File: src/rtl/polybius_decryptor.sv
// Polybius-square decryptor: rebuilds the keyed 5x5 square from a short secret, then maps
// row*10+col ciphertext codes back to uppercase ASCII through a one-entry output register.
module polybius_decryptor #(
    parameter int unsigned MSG_LEN = 6,
    parameter int unsigned SEC_LEN = 3
) (
    input  logic       clk,
    input  logic       rst,
    input  logic       rekey,
    input  logic       key_valid,
    input  logic [7:0] key_char,
    output logic       key_ready,
    input  logic       code_valid,
    input  logic [7:0] code_in,
    output logic       code_ready,
    output logic       char_valid,
    output logic [7:0] char_out,
    input  logic       char_ready,
    output logic       err,
    output logic       msg_done,
    output logic       busy
);

    localparam int unsigned KeyW = (SEC_LEN > 1) ? $clog2(SEC_LEN) : 1;
    localparam int unsigned MsgW = (MSG_LEN > 1) ? $clog2(MSG_LEN) : 1;

    typedef enum logic [1:0] {StKeyLoad, StFill, StDecode} state_e;

    state_e            state_q, state_d;
    logic [7:0]        square_q [25];
    logic [25:0]       used_q;
    logic [KeyW-1:0]   key_cnt_q;
    logic [4:0]        fill_ptr_q;
    logic [4:0]        wptr_q;
    logic [MsgW-1:0]   msg_cnt_q;
    logic              char_valid_q;
    logic [7:0]        char_out_q;
    logic              err_q;

    logic              key_fire, key_last, code_fire, out_fire, msg_last;
    logic [7:0]        key_norm;
    logic              key_is_letter;
    logic [4:0]        key_idx;
    logic              fill_take;
    logic [7:0]        row, col;
    logic              code_ok;
    logic [4:0]        sq_idx;
    logic [7:0]        dec_char;

    // Key normalisation, fill selection and code decode
    always_comb begin
        key_norm      = (key_char == 8'h4A) ? 8'h49 : key_char;
        key_is_letter = (key_norm >= 8'h41) && (key_norm <= 8'h5A);
        key_idx       = 5'(key_norm - 8'h41);
        key_fire      = key_valid && key_ready;
        key_last      = key_cnt_q == KeyW'(SEC_LEN - 1);
        fill_take     = (fill_ptr_q != 5'd9) && !used_q[fill_ptr_q];
        row           = code_in / 8'd10;
        col           = code_in % 8'd10;
        code_ok       = (row >= 8'd1) && (row <= 8'd5) && (col >= 8'd1) && (col <= 8'd5);
        sq_idx        = '0;
        if (code_ok) begin
            sq_idx = 5'((row[4:0] - 5'd1) * 5'd5 + col[4:0] - 5'd1);
        end
        dec_char      = code_ok ? square_q[sq_idx] : 8'h3F;
        code_fire     = code_valid && code_ready;
        out_fire      = char_valid_q && char_ready && !rekey;
        msg_last      = msg_cnt_q == MsgW'(MSG_LEN - 1);
    end

    always_ff @(posedge clk or posedge rst) begin
        if (rst) begin
            state_q <= StKeyLoad;
        end else begin
            state_q <= state_d;
        end
    end

    always_comb begin
        state_d = state_q;
        if (rekey) begin
            state_d = StKeyLoad;
        end else begin
            unique case (state_q)
                StKeyLoad: if (key_fire && key_last) state_d = StFill;
                StFill:    if (fill_ptr_q == 5'd25) state_d = StDecode;
                StDecode:  state_d = StDecode;
                default:   state_d = StKeyLoad;
            endcase
        end
    end

    always_comb begin
        key_ready  = (state_q == StKeyLoad) && !rst;
        busy       = state_q != StDecode;
        // rekey wins, so no code is taken in a cycle whose result would be discarded
        code_ready = (state_q == StDecode) && !rekey && (!char_valid_q || char_ready);
        char_valid = char_valid_q;
        char_out   = char_out_q;
        err        = err_q;
        msg_done   = out_fire && msg_last;
    end

    always_ff @(posedge clk or posedge rst) begin
        if (rst) begin
            err_q <= 1'b0;
        end else if (!rekey && code_fire && !code_ok) begin
            err_q <= 1'b1;
        end
    end

    always_ff @(posedge clk or posedge rst) begin
        if (rst) begin
            for (int i = 0; i < 25; i++) square_q[i] <= '0;
            used_q       <= '0;
            key_cnt_q    <= '0;
            fill_ptr_q   <= '0;
            wptr_q       <= '0;
            msg_cnt_q    <= '0;
            char_valid_q <= 1'b0;
            char_out_q   <= '0;
        end else if (rekey) begin
            for (int i = 0; i < 25; i++) square_q[i] <= '0;
            used_q       <= '0;
            key_cnt_q    <= '0;
            fill_ptr_q   <= '0;
            wptr_q       <= '0;
            msg_cnt_q    <= '0;
            char_valid_q <= 1'b0;
            char_out_q   <= '0;
        end else begin
            if (state_q == StKeyLoad && key_fire) begin
                key_cnt_q <= key_last ? '0 : key_cnt_q + 1'b1;
                if (key_is_letter && !used_q[key_idx]) begin
                    square_q[wptr_q] <= key_norm;
                    used_q[key_idx]  <= 1'b1;
                    wptr_q           <= wptr_q + 5'd1;
                end
            end
            if (state_q == StFill) begin
                fill_ptr_q <= fill_ptr_q + 5'd1;
                if (fill_take) begin
                    square_q[wptr_q]   <= 8'h41 + {3'b000, fill_ptr_q};
                    used_q[fill_ptr_q] <= 1'b1;
                    wptr_q             <= wptr_q + 5'd1;
                end
            end
            if (out_fire) begin
                char_valid_q <= 1'b0;
                msg_cnt_q    <= msg_last ? '0 : msg_cnt_q + 1'b1;
            end
            if (code_fire) begin
                char_valid_q <= 1'b1;
                char_out_q   <= dec_char;
            end
        end
    end

endmodule

File: config.mk
export PLATFORM = sky130hd
export DESIGN_NAME = polybius_decryptor
export DESIGN_NICKNAME = d
export VERILOG_FILES = /design/src/rtl/polybius_decryptor.sv
export SDC_FILE = /design/constraint.sdc
export NUM_CORES = 1
export LEC_CHECK = 0
export CAP_MARGIN = 10
export CORE_AREA = 2 2 215 217
export DETAILED_ROUTE_END_ITERATION = 8
export DIE_AREA = 0 0 217 219
export GPL_TIMING_DRIVEN = 0
export SLEW_MARGIN = 30
export SYNTH_ARGS = -nofsm -noshare
export SYNTH_HDL_FRONTEND = slang
export SYNTH_SLANG_ARGS = --single-unit
File: constraint.sdc
create_clock -name clk -period 9.72 [get_ports clk]
set_input_delay 1.458 -clock clk [delete_from_list [all_inputs] [get_ports clk]]
set_output_delay 1.458 -clock clk [all_outputs]
set_load 0.01 [all_outputs]
## Word-level counts from Yosys, hierarchy flattened

Cells that the tools add are included.

- Flip-flop bits (word level): 253
- Logic and storage cells: 160

- Add/sub/neg operators: 9
- $mul: 1
- Div/mod/pow operators: 2
- Magnitude comparators: 13
- Equality and inequality tests: 10
- Multiplexer cells: 52
- Bitwise logic cells: 4
- Reductions and logical operators: 35

Operators by type and width:

| cell | number |
|---|---|
| $mux 200 | 6 |
| $bwmux 200 | 2 |
| $mux 26 | 6 |
| $mux 8 | 7 |
| $or 26x26->26 | 2 |
| $bmux 8 s5 | 1 |
| $demux 8 s5 | 1 |
| $mux 5 | 8 |
| $logic_and 1x1->1 | 21 |
| $ge 8x1->1 const B | 2 |
| $le 8x3->1 const B | 2 |
| $sub 5x1->5 const B | 3 |
| $ge 6x6->1 const B | 2 |
| $lt 5x6->1 const B | 2 |
| $mux 2 | 6 |
| $not 5->6 | 2 |
| $add 5x1->5 const B | 2 |
| $bmux 1 s5 | 2 |
| $demux 1 s5 | 2 |
| $ge 5x1->1 const B | 2 |
| $mux 3 | 3 |
| $add 7x5->8 const A | 1 |
| $div 8x4->8 const B | 1 |
| $eq 8x7->1 const B | 1 |
| other kinds (23) | 39 |

## Longest topological paths before layout

Gate-level depths: netlist of the first run.

- Depth in word-level cells: 15
- Mapped depth: 25

## Least setup slack after synthesis of the first run

No wires, ideal clock.

- Kind: input to register
- Start point: input port code_in[3]
- End point: register char_out_q[1], in the netlist char_out[1]
- Setup time: 123 ps
- Arrival: 6082 ps
- Required time: 9597 ps
- Setup slack: 3515 ps
- Stages: 24
- Cells stage by stage: buf_4 > buf_4 > nor3b_1 > o22ai_1 > a21oi_2 > nand2_2 > inv_2 > a31oi_1 > nand2_1 > inv_1 > ha_1 > xnor2_1 > ha_1 > inv_1 > fa_1 > inv_1 > fa_1 > xnor2_1 > clkbuf_1 > clkbuf_1 > o21ai_0 > nand2_1 > nand2_1 > o221a_1

- Word-level cells in the longest chain between the ends: 13

RTL lines:

| item | RTL line | text |
|---|---|---|
| from (decl) | 14 | `input logic [7:0] code_in,` |
| $div 8x4->8 | 58 | `row = code_in / 8'd10;` |
| $sub 5x1->5, or another cell as far along | 63 | `sq_idx = 5'((row[4:0] - 5'd1) * 5'd5 + col[4:0] - 5'd1);` |
| $mul 5x3->5 or $logic_and 1x1->1 (tied branches) | 63, 60 |  |
| $add 5x5->5 or $logic_and 1x1->1 (tied branches) | 63, 60 |  |
| $sub 5x1->5 or $logic_and 1x1->1 (tied branches) | 63, 60 |  |
| $mux 5 | 62 | `if (code_ok) begin` |
| $not 5->6 (implied by the code) | 65 | `dec_char = code_ok ? square_q[sq_idx] : 8'h3F;` |
| $bmux 8 s5 | 65 |  |
| $mux 8 (implied by the code) (2 in series) | 65 |  |
| $mux 8 * | 65 |  |
| $mux 8 * | 152 | `if (code_fire) begin` |
| $mux 8 * | 122 | `end else if (rekey) begin` |
| to (signal assigned) | 154 | `char_out_q <= dec_char;` |
| to (decl) | 37 | `logic [7:0] char_out_q;` |

Every way passes the cells marked *; elsewhere a longest branch is shown, timed or not. The select of a mux whose other input is x is not followed.
A chain may end at the register's enable or synchronous reset.

## Final worst setup path of the first run

- Start point: input port code_in[4]
- End point: register char_out_q[3], in the netlist char_out[3]

Same word-level chain as after synthesis.

==> Flow_metrics.wiki, run 1 <==
{| class="wikitable"
! Metric !! Value
|-
| WP data required || 10.16 ns
|-
| # IOs || 36
|-
| Overall die area || 0.0475 sq mm
|-
| Number of nets in the synthesized netlist || 1722
|-
| CTS Buf Count || 30
|-
| Clock tree buffer depth || 3
|-
| Post-detailed-route count of antenna-violating nets || 0
|-
| Critical setup path kind || in2reg
|-
| Slew margin rel. || 0.290
|-
| Final setup violation count || 0
|-
| Met1 Resource Use GR || 0.327
|-
| Leakage || 0.00747 uW
|-
| Result of the run || complete, no violations
|-
| MaxCap Viol Count || 0
|-
| Worst-case setup slack after placement || 1.60 ns
|-
| Wire length of the first global-routing pass || 88300 um
|-
| CTS HTree Levels || 1
|-
| Count of unresolved DRC violations after routing || 0
|-
| Final non-filler cell total || 2359
|-
| Die Y || between 200 and 250 um
|-
| Worst-path fanout max || 10
|-
| Row Count || 78
|-
| Wire length per cell || 24.5 um
|-
| Slew at the pin with the worst max-slew slack || ~1.1 ns
|-
| Max VDD drop || 0.175 mV
|-
| Area Overhead vs Synth || 13.6%
|-
| GRT Overall Usage || 0.244
|-
| Post-CTS setup-driven buffer insertion count || 0
|-
| Number of storage elements in the synthesis netlist || 253
|-
| Post-synth EDFFs || 0
|-
| Number of buffers added to fix hold violations after cts || 0
|-
| Number of cells on the worst hold path || 1
|-
| Busiest grt layer || met2
|-
| Unrepaired setup endpoints after global routing || false
|-
| Starting density of the core || 0.348
|-
| Clock transition at the registers of the reported paths || 0.06 ns
|-
| Count of synthesis-stage warnings from yosys || 0
|-
| Hold/Removal Path Class || reg2reg
|-
| Post-Route Skew || 0.0148 ns
|-
| Crit start category || input port
|-
| Detailed-route wire length || 57700 um
|-
| Die width || roughly 220 um
|-
| Final number of max-transition violations || 0
|-
| Total gr overflow || 0
|-
| Core outline area || 0.0451 sq mm
|-
| Routability congestion estimate || 0.999
|-
| Initial antenna violation count || 0
|-
| Met2 track utilization from global routing || 0.390
|-
| Most used DFF post-synth || dfrtp_1
|-
| Maximum operating frequency || 131 MHz
|-
| Resize count post-CTS || 0
|-
| Number of violations reported at the end of detailed-routing iteration 0 || 1646
|-
| Slack of the critical path || 2.07 ns
|-
| Post-DP HPWL || 43100 um
|-
| Layout net count || 1788
|-
| Path depth of the worst reg2reg path || 14
|-
| Vias after detailed routing || 14300
|-
| Portion of the clock cycle consumed by the worst path in the final layout || 0.787
|-
| Vias in the first global route || 14200
|-
| Met3 usage in global routing || 0.0486
|-
| CTS Sinks || 253
|-
| Proportion of synthesized chip area in sequential cells || 0.403
|-
| Hold Violations, Final || 0
|-
| Crit path arrival time || around 8.1 ns
|-
| Synthesized area per cell || 9.39 sq um
|-
| Pwr dens || 185 mW/mm^2
|-
| Gate count of the mapped netlist || 1673
|-
| Placed cell count || 2307
|-
| Count of port buffers added during placement || 31
|-
| TritonCTS clock tree || built
|-
| Share of final-layout standard cells stronger than drive strength 1 || 0.106
|-
| Clock root buffer master || clkbuf_16
|-
| ANT cells || 0
|-
| Skew-Pair Late Insertion Delay || between 0.5 and 0.6 ns
|-
| Maximum number of pins on one net before global-route repair || 88
|-
| Crit path time final || roughly 7.6 ns
|-
| CP endpoint kind || register
|-
| Library cells used by synthesis || ~100
|-
| Detailed-route vias per instance || 6.06
|-
| Post-synthesis instance area || approximately 0.016 sq mm
|-
| Share of flip-flops with an asynchronous set or reset || 1.00
|-
| Iteration count of the initial detailed-routing pass || 7
|}
[report_power, final]
part	switching [uW]	internal (uW)	total [uW]
registers	1.23	1060	1060
clock network	464	682	1150
logic	769	334	1100
[registers in the layout, summed over array words and instances, names as in the netlist]
signal,count
square_q,200
used_q,26
char_out,8
fill_ptr_q,5
wptr_q,5
msg_cnt_q,3
key_cnt_q,2
state_q,2
char_valid,1
err,1
[cell families after synthesis]
logic type	after synthesis	synth area share
adders and majority gates	27	0.0229
buffers and inverters	182	0.0518
AOI/OAI and AO/OA	445	0.192
DFF	253	0.403
and+or+nand+nor	607	0.197
muxes	128	0.117
xor gates and xnor gates	31	0.0173
[cells in the mapped netlist (all sizes together) (20+ instances only)]
| library cell | number | area, sq um |
|---|---|---|
| a31oi | 23 | 144 |
| nand3 | 68 | 455 |
| mux4 | 43 | 968 |
| a22o | 25 | 219 |
| clkbuf | 90 | 338 |
| and2 | 23 | 146 |
| a22oi | 21 | 158 |
| o21ai | 58 | 298 |
| nor3b | 28 | 240 |
| xnor2 | 20 | 175 |
| a21oi | 146 | 746 |
| dfrtp | 253 | 6330 |
| nand2 | 115 | 444 |
| ha | 24 | 300 |
| buf | 54 | 333 |
| nor2 | 252 | 953 |
| a211oi | 53 | 403 |
| mux2i | 77 | 771 |
| inv | 38 | 143 |
[routing by layer]
metal  part of all wire  vias up
li1                   -     6261
met1               0.42     7071
met2               0.46      814
met3              0.093      149
met4              0.036        0
met5                  0        -
[final cells by class]
class	count	area [sq um]
Fill cell	4503	27200
Multi-Input combinational cell	1238	8580
Sequential cell	253	6330
Clock buffer	45	898
Tap cell	600	751
Buffer	144	672
Timing Repair Buffer	34	377
Inverter	38	150
Clock inverter	7	85.1
[layout by cell type (no fill, tap or decap), drive strengths merged, types with 9 or more instances in the layout]
cell / instances
dfrtp: 253
nor2: 252
a21oi: 146
clkbuf: 135
nand2: 115
mux2i: 77
nand3: 68
o21ai: 58
buf: 57
a211oi: 53
mux4: 43
inv: 38
clkdlybuf4s50: 31
nor3b: 28
a22o: 25
ha: 24
a31oi: 23
and2: 23
a22oi: 21
xnor2: 20
o22ai: 16
nor2b: 16
and3: 16
nor3: 16
nand4: 16
nand2b: 15
a222oi: 13
o31ai: 13
xor2: 11
a221oi: 9
[worst paths after layout]
path                               startpoint            end  slack (ns)
worst max-delay path               code_in[4]    char_out[3]        2.07
min in group asynchronous                 rst      used_q[2]        1.41
worst max register to register  fill_ptr_q[1]   square_q[82]        5.21
worst min-delay path                      err            err        0.48
max in group asynchronous                 rst  square_q[156]        7.03
worst min register to register            err            err        0.48
[critical path: stages]
cell and delay [ns]:
clkdlybuf4s50_1 0.56, buf_2 0.26, xor2_1 0.20, o22ai_1 0.14, a21oi_2 0.30, nand2_2 0.16
inv_2 0.18, a31oi_1 0.18, nand2_1 0.24, inv_1 0.12, ha_1 0.26, xnor2_1 0.15
ha_1 0.29, inv_1 0.04, fa_1 0.47, inv_1 0.06, fa_1 0.47, xnor2_1 0.79
clkbuf_1 0.52, clkbuf_1 0.53, o21ai_0 0.19, nand2_1 0.09, nand2_1 0.10, o221a_1 0.29
[through the flow]
stage	area (sq um)	utilization	total power, uW	setup TNS (ns)	hold WS (ns)
after floorplan	15700	-	1790	0	0.457
after global placement	16800	0.372	2120	-564.90	0.467
after detailed placement	16900	0.374	2140	0	0.462
after CTS	17800	0.396	3280	0	0.479
after global routing	17800	0.396	3420	0	0.491
final	17800	0.396	3300	0	0.476
(Power assumes the default switching activity.)
==> run 2: changes to the inputs <==
clock period = 6.5 ns   (was 9.72 ns; I/O delays follow)
==> run 2 against run 1 <==
Highest routed layer unchanged. Wire length increased by 6.1%. Design area up 2.2%. Non-clock buffer count is 9 higher. Via count increased by 1.7%. Clock-buffer cell count is 3 lower. Register-to-register slack got worse by 3.3 ns.
==> Flow_metrics.wiki, run 2 (synthesized netlist as in run 1, its figures left out) <==
{| class="wikitable"
! Metric !! Value
|-
| Comb power frac || 0.338 (was 0.334)
|-
| Initial antenna violation count || 1 (was 0)
|-
| Multi-input combinational cell area || 0.00864 sq mm (was 0.00858 sq mm)
|-
| Leakage || 0.00763 uW (was 0.00747 uW)
|-
| Row Count || 78 (unchanged)
|-
| MaxCap Viol Count || 0 (unchanged)
|-
| ANT cells || 0 (unchanged)
|-
| Result of the run || complete, no violations (unchanged)
|-
| Hold Violations, Final || 0 (unchanged)
|-
| Overall die area || 0.0475 sq mm (unchanged)
|-
| Placed cell count || 2315 (was 2307)
|-
| Skew-Pair Late Insertion Delay || 0.59 ns (was 0.58 ns)
|-
| Switching part of the total || 0.364 (was 0.373)
|-
| Die Y || 219 um (unchanged)
|-
| Crit start category || input port (unchanged)
|-
| CP endpoint kind || register (unchanged)
|-
| Maximum number of pins on one net before global-route repair || 30 (was 88)
|-
| Most frequent standard cell in the layout excluding fill and tap cells || dfrtp_1 (unchanged)
|-
| Count of unresolved DRC violations after routing || 0 (unchanged)
|-
| Vias after detailed routing || 14500 (was 14300)
|-
| Share of final-layout standard cells stronger than drive strength 1 || 0.122 (was 0.106)
|-
| Layout net count || 1797 (was 1788)
|-
| Iteration count of the initial detailed-routing pass || 6 (was 7)
|-
| Crit path time final || 6.25 ns
|-
| Largest incremental delay on the critical path || 0.71 ns (was 0.79 ns)
|-
| Clock root buffer master || clkbuf_16 (unchanged)
|-
| CTS HTree Levels || 1 (unchanged)
|-
| Total internal power || 3320 uW (was 2070 uW)
|-
| Placed Instance Area || 0.0171 sq mm (was 0.0169 sq mm)
|-
| Combined flip-flop and latch cell area || 0.00633 sq mm (unchanged)
|-
| Worst path most repeated cell || inv_1
|-
| Maximum operating frequency || 160 MHz
|-
| Total gr overflow || 0 (unchanged)
|-
| Slew at the pin with the worst max-slew slack || 1.10 ns (was 1.07 ns)
|-
| Reported net switching power || 1900 uW (was 1230 uW)
|-
| Unrepaired setup endpoints after global routing || true (was false)
|-
| CTS Sinks || 253 (unchanged)
|-
| Wire length of the first global-routing pass || 92800 um (was 88300 um)
|-
| Number of buffers added to fix hold violations after cts || 0 (unchanged)
|-
| Clock network power share || 0.360 (was 0.347)
|-
| Critical setup path kind || in2reg (unchanged)
|-
| Relative contribution of sequential cells to total power || 0.302 (was 0.320)
|-
| Final number of max-transition violations || 0 (unchanged)
|-
| Max VDD drop || 0.194 mV (was 0.175 mV)
|-
| Total met2 wirelength after detailed routing || 27100 um (was 26300 um)
|-
| Pwr dens || 287 mW/mm^2 (was 185 mW/mm^2)
|-
| Detailed-route vias per instance || 6.13 (was 6.06)
|-
| Highest-delay cell along the critical path || fa_1 (was xnor2_1)
|-
| Filler cell count in the final layout || 4508 (was 4503)
|-
| Reg with most FFs || square_q (unchanged)
|-
| Ordered cell list for the critical path || clkdlybuf4s50_1 > clkbuf_4 > xor2_1 > o22ai_1 > a21oi_2 > buf_4 > a21oi_1 > o31a_1 > nand2_2 > inv_1 > ha_1 > xnor2_1 > ha_1 > inv_1 > fa_1 > inv_1 > fa_1 > buf_4 > nor2_1 > a221oi_1 > a211oi_1 > a2111oi_1 > nand3b_1 > o21ai_1 (was clkdlybuf4s50_1 > buf_2 > xor2_1 > o22ai_1 > a21oi_2 > nand2_2 > inv_2 > a31oi_1 > nand2_1 > inv_1 > ha_1 > xnor2_1 > ha_1 > inv_1 > fa_1 > inv_1 > fa_1 > xnor2_1 > clkbuf_1 > clkbuf_1 > o21ai_0 > nand2_1 > nand2_1 > o221a_1)
|-
| Clock tree buffer depth || 3 (unchanged)
|-
| WP data required || 6.99 ns (was 10.16 ns)
|-
| Die width || 217 um (unchanged)
|-
| Portion of the clock cycle consumed by the worst path in the final layout || 0.962
|-
| Starting density of the core || 0.348 (unchanged)
|-
| Final non-filler cell total || 2372 (was 2359)
|-
| Wire length per cell || 25.8 um (was 24.5 um)
|-
| CTS Buf Count || 30 (unchanged)
|-
| TritonCTS clock tree || built (unchanged)
|-
| # IOs || 36 (unchanged)
|-
| Buffers and inverters on the worst path || 7 (was 8)
|-
| Count of port buffers added during placement || 31 (unchanged)
|-
| Post-Route Skew || 0.0240 ns (was 0.0148 ns)
|-
| Commonest cells after routing, fill and taps aside || 253 x dfrtp_1, 248 x nor2_1, 144 x a21oi_1 (was 253 x dfrtp_1, 249 x nor2_1, 144 x a21oi_1)
|-
| Detailed-route wire length || 61300 um (was 57700 um)
|-
| Number of violations reported at the end of detailed-routing iteration 0 || 1772 (was 1646)
|-
| Final Hold Slack || 0.492 ns (was 0.476 ns)
|-
| Core outline area || 0.0451 sq mm (unchanged)
|-
| Hold/Removal Path Class || reg2reg (unchanged)
|-
| Max reg flops || 200 (unchanged)
|-
| Clock transition at the registers of the reported paths || 0.06 ns (about the same)
|-
| GRT Overall Usage || 0.259 (was 0.244)
|-
| Post-layout utilization of the core || 0.404 (was 0.396)
|-
| Final setup violation count || 0 (unchanged)
|-
| Routability congestion estimate || 0.945 (was 0.999)
|-
| Post-layout total power || 5230 uW (was 3300 uW)
|-
| Area Overhead vs Synth || 16.1% (was 13.6%)
|-
| Final cell area excluding filler cells || 0.0182 sq mm (was 0.0178 sq mm)
|-
| Highest signal layer in the routed design || met4 (unchanged)
|-
| Post-detailed-route count of antenna-violating nets || 0 (unchanged)
|-
| Dominant delay contributor by cell family on the critical path || compound AO/OA/AOI/OAI gates (was buffers and inverters)
|-
| Slew margin rel. || 0.261 (was 0.290)
|-
| Crit path arrival time || 6.74 ns (was 8.09 ns)
|-
| Vias in the first global route || 14400 (was 14200)
|-
| Worst-path fanout max || 10 (unchanged)
|-
| Routed length on met3 || 6070 um (was 5370 um)
|-
| Post-DP HPWL || 44900 um (was 43100 um)
|-
| Routed metal-1 wire length || 25700 um (was 24000 um)
|}
==> run 2: cell count changes in the layout (fill, tap and decap cells not counted), sizes merged <==
| cell | delta |
|---|---|
| bufinv | +4 |
| buf | +10 |
| clkbuf | -4 |
| clkinvlp | +3 |
==> run 2: worst paths after layout <==
kind	cells past startpoint	slack, ns	to	start
worst max-delay path	24	0.25	char_out[6]	code_in[4]
worst min-delay path	1	0.49	err	err
worst max register to register	14	1.89	square_q[82]	fill_ptr_q[1]
worst min register to register	1	0.49	err	err
max in group asynchronous	9	4.15	square_q[112]	rst
min in group asynchronous	2	0.70	state_q[1]	rst
==> run 2: cell type report <==
cell class,instances,area share
plain buffers,143,0.0378
clock inverters,14,0.0126
clock buffers,42,0.0470
inverters,38,0.00817
multi-input cells,1238,0.474
repair buffers,44,0.0324
well taps,600,0.0412
flip-flops and latches,253,0.347
==> run 2: power by group through the flow <==
stage / clock [uW] / sequential [uW] / combinational (uW)
2_1_floorplan: 0 / 1610 / 1060
3_3_place_gp: 0 / 1610 / 1570
3_5_place_dp: 0 / 1610 / 1610
4_1_cts: 1890 / 1580 / 1630
5_1_grt: 1960 / 1580 / 1890
6_report: 1880 / 1580 / 1770
==> run 2: routing by layer <==
metal  up-vias  track usage
li1       6276            -
met1      7277        0.352
met2       822        0.398
met3       166       0.0610
met4         0       0.0982
met5         -            0
==> run 2: stage by stage <==
| step | TNS (ns) | worst slack, ns |
|---|---|---|
| 4_1_cts | 0 | 0.00221 |
| 2_1_floorplan | 0 | 0.778 |
| 3_3_place_gp | -8.01 | -1.13 |
| 3_5_place_dp | -7.84 | -1.16 |
| 6_report | 0 | 0.249 |
| 5_1_grt | -0.0693 | -0.0199 |
==> run 2: what timing repair did <==
action	CTS	global route
gates cloned	0	0
resized for setup	6	26
pin swaps	0	2
endpoints found under the setup margin	8	8
buffers inserted	0	2
==> run 2: worst reg2reg max path: stages (launching register included) <==
cell and delay (ns):
dfrtp_1 0.37, clkbuf_1 0.49, inv_1 0.19, ha_1 0.39, or2_1 0.33, mux4_2 0.48, nand2b_1 0.11, and3_1 0.15
buf_2 0.23, a21oi_4 0.15, nor2b_1 0.29, buf_2 0.48, nand2_1 0.40, a222oi_1 0.32, nor2_1 0.07
==> run 3: changes to the inputs <==
MAX_ROUTING_LAYER = met4   (was unset)
SKIP_LAST_GASP = 1   (was unset)
==> run 3 against run 2 <==
Sequential cell count unchanged. Clock-buffer cell count increased by 2. Sequential share of layout area increased by 0.22 points. Highest routed layer unchanged.
==> Flow_metrics.wiki, run 3 (synthesized netlist as in run 1, its figures left out) <==
{| class="wikitable"
! Metric !! Value
|-
| Result of the run || complete, no violations (unchanged)
|-
| Maximum number of pins on one net before global-route repair || 31 (was 30)
|-
| MaxCap Viol Count || 0 (unchanged)
|-
| Skew-Pair Late Insertion Delay || 0.59 ns (about the same)
|-
| Number of buffers added to fix hold violations after cts || 0 (unchanged)
|-
| Detailed-route vias per instance || 6.12 (was 6.13)
|-
| Crit path arrival time || 6.61 ns (was 6.74 ns)
|-
| Critical setup path kind || in2reg (unchanged)
|-
| Total gr overflow || 0 (unchanged)
|-
| Critical path launch point || code_in[4] (unchanged)
|-
| Row Count || 78 (unchanged)
|-
| Routed length on met3 || 5970 um (was 6070 um)
|-
| Slack of the critical path || 0.361 ns (was 0.249 ns)
|-
| Overall die area || 0.0475 sq mm (unchanged)
|-
| TritonCTS clock tree || built (unchanged)
|-
| Crit path time final || 6.14 ns (was 6.25 ns)
|-
| Post-DP HPWL || 44900 um (about the same)
|-
| Iteration count of the initial detailed-routing pass || 8 (was 6)
|-
| CP endpoint kind || register (unchanged)
|-
| Number of violations reported at the end of detailed-routing iteration 0 || 1731 (was 1772)
|-
| Hold/Removal Path Class || reg2reg (unchanged)
|-
| Core outline area || 0.0451 sq mm (unchanged)
|-
| Leakage || 0.00757 uW (was 0.00763 uW)
|-
| Die width || 217 um (unchanged)
|-
| Highest signal layer in the routed design || met4 (unchanged)
|-
| Worst Min Path Start || err (unchanged)
|-
| WP data required || 6.97 ns (was 6.99 ns)
|-
| Most frequent standard cell in the layout excluding fill and tap cells || dfrtp_1 (unchanged)
|-
| Max reg flops || 200 (unchanged)
|-
| Slew at the pin with the worst max-slew slack || 1.06 ns (was 1.10 ns)
|-
| Final setup violation count || 0 (unchanged)
|-
| Maximum operating frequency || 163 MHz (was 160 MHz)
|-
| Vias in the first global route || 14200 (was 14400)
|-
| Post-detailed-route count of antenna-violating nets || 0 (unchanged)
|-
| Clock tree buffer depth || 3 (unchanged)
|-
| Vias after detailed routing || 14500 (about the same)
|-
| Worst-case setup slack after placement || -1.09 ns (was -1.16 ns)
|-
| Reg-to-Reg Start || fill_ptr_q[1] (unchanged)
|-
| Post-Route Skew || 0.0293 ns (was 0.0240 ns)
|-
| Routability congestion estimate || 0.966 (was 0.945)
|-
| Total met2 wirelength after detailed routing || 26600 um (was 27100 um)
|-
| Die Y || 219 um (unchanged)
|-
| CTS Buf Count || 30 (unchanged)
|-
| Path depth of the worst reg2reg path || 14 (unchanged)
|-
| Share of final-layout standard cells stronger than drive strength 1 || 0.123 (was 0.122)
|-
| GRT Overall Usage || 0.264 (was 0.259)
|-
| Worst-path fanout max || 10 (unchanged)
|-
| Pwr dens || 279 mW/mm^2 (was 287 mW/mm^2)
|-
| Portion of the clock cycle consumed by the worst path in the final layout || 0.944 (was 0.962)
|-
| Wire length of the first global-routing pass || 91700 um (was 92800 um)
|-
| Crit start category || input port (unchanged)
|-
| Routed metal-1 wire length || 25500 um (was 25700 um)
|-
| CTS Sinks || 253 (unchanged)
|-
| Area Overhead vs Synth || 15.3% (was 16.1%)
|-
| # IOs || 36 (unchanged)
|-
| Slew margin rel. || 0.292 (was 0.261)
|-
| Hold Violations, Final || 0 (unchanged)
|-
| Starting density of the core || 0.348 (unchanged)
|-
| Initial antenna violation count || 1 (unchanged)
|-
| Detailed-route wire length || 60800 um (was 61300 um)
|-
| Placed cell count || 2314 (was 2315)
|-
| Layout net count || 1795 (was 1797)
|-
| Clock root buffer master || clkbuf_16 (unchanged)
|-
| Commonest cells after routing, fill and taps aside || 253 x dfrtp_1, 248 x nor2_1, 144 x a21oi_1 (unchanged)
|-
| Max VDD drop || 0.174 mV (was 0.194 mV)
|-
| Count of unresolved DRC violations after routing || 0 (unchanged)
|-
| Post-layout utilization of the core || 0.402 (was 0.404)
|-
| Wire length per cell || 25.7 um (was 25.8 um)
|-
| Reg with most FFs || square_q (unchanged)
|-
| Final non-filler cell total || 2370 (was 2372)
|-
| Final number of max-transition violations || 0 (unchanged)
|-
| Filler cell count in the final layout || 4468 (was 4508)
|-
| Count of port buffers added during placement || 31 (unchanged)
|-
| CTS HTree Levels || 1 (unchanged)
|-
| Number of cells on the worst hold path || 1 (unchanged)
|-
| Clock transition at the registers of the reported paths || 0.06 ns (about the same)
|}
==> run 3: layout make-up <==
class	count	area, sq um	share of cell area
plain buffers	143	691	0.0381
diodes	2	5.00	0.000276
repair buffers	42	541	0.0298
multi-input cells	1238	8650	0.477
flip-flops and latches	253	6330	0.349
inverters	38	150	0.00829
clock buffers	44	883	0.0487
clock inverters	10	118	0.00649
well taps	600	751	0.0414
==> run 3: path summary, 6_finish.rpt <==
check | to | slack (ns)
setup reg to reg | square_q[82] | 1.97
min in group asynchronous | square_q[57] | 0.87
setup / recovery | char_out[2] | 0.36
hold reg to reg | err | 0.49
max in group asynchronous | square_q[19] | 4.52
hold / removal | err | 0.49
==> run 3: through the flow <==
stage / hold WS [ns] / cell area (sq um) / setup TNS (ns) / total power, uW
6_report: 0.485 / 18100 / 0 / 5060
5_1_grt: 0.515 / 18100 / -0.0665 / 5270
4_1_cts: 0.480 / 18000 / 0 / 4960
3_5_place_dp: 0.463 / 17000 / -7.58 / 3230
3_3_place_gp: 0.472 / 16800 / -8.24 / 3200
2_1_floorplan: 0.457 / 15700 / 0 / 2670
==> run 3: layer usage <==
metal / vias up / global-route usage
met5: - / -
met3: 157 / 0.0520
li1: 6270 / -
met2: 862 / 0.395
met4: 0 / 0.111
met1: 7215 / 0.351
==> run 3: timing repair <==
| item | CTS | global route |
|---|---|---|
| setup endpoints to repair | 8 | 8 |
| pin swaps | 0 | 2 |
| buffers inserted | 0 | 1 |
| gates resized for setup | 6 | 28 |
==> run 3: worst max-delay path: stages <==
cell             delay [ns]
clkdlybuf4s50_1        0.58
buf_4                  0.22
xor2_1                 0.20
o22ai_1                0.15
a21oi_2                0.31
nand2_2                0.16
inv_2                  0.17
a31oi_2                0.15
nand2_2                0.18
inv_1                  0.11
ha_1                   0.28
xnor2_1                0.16
ha_1                   0.30
inv_1                  0.05
fa_1                   0.47
inv_1                  0.07
fa_2                   0.69
clkinvlp_4             0.24
buf_6                  0.23
mux2i_2                0.31
o21ai_0                0.13
nand2_1                0.08
nand2_1                0.10
o221a_1                0.28
==> run 3: where the power goes <==
group / total (uW) / internal [uW] / switching, uW
combinational: 1760 / 579 / 1190
clock: 1720 / 1020 / 704
sequential: 1580 / 1580 / 1.91
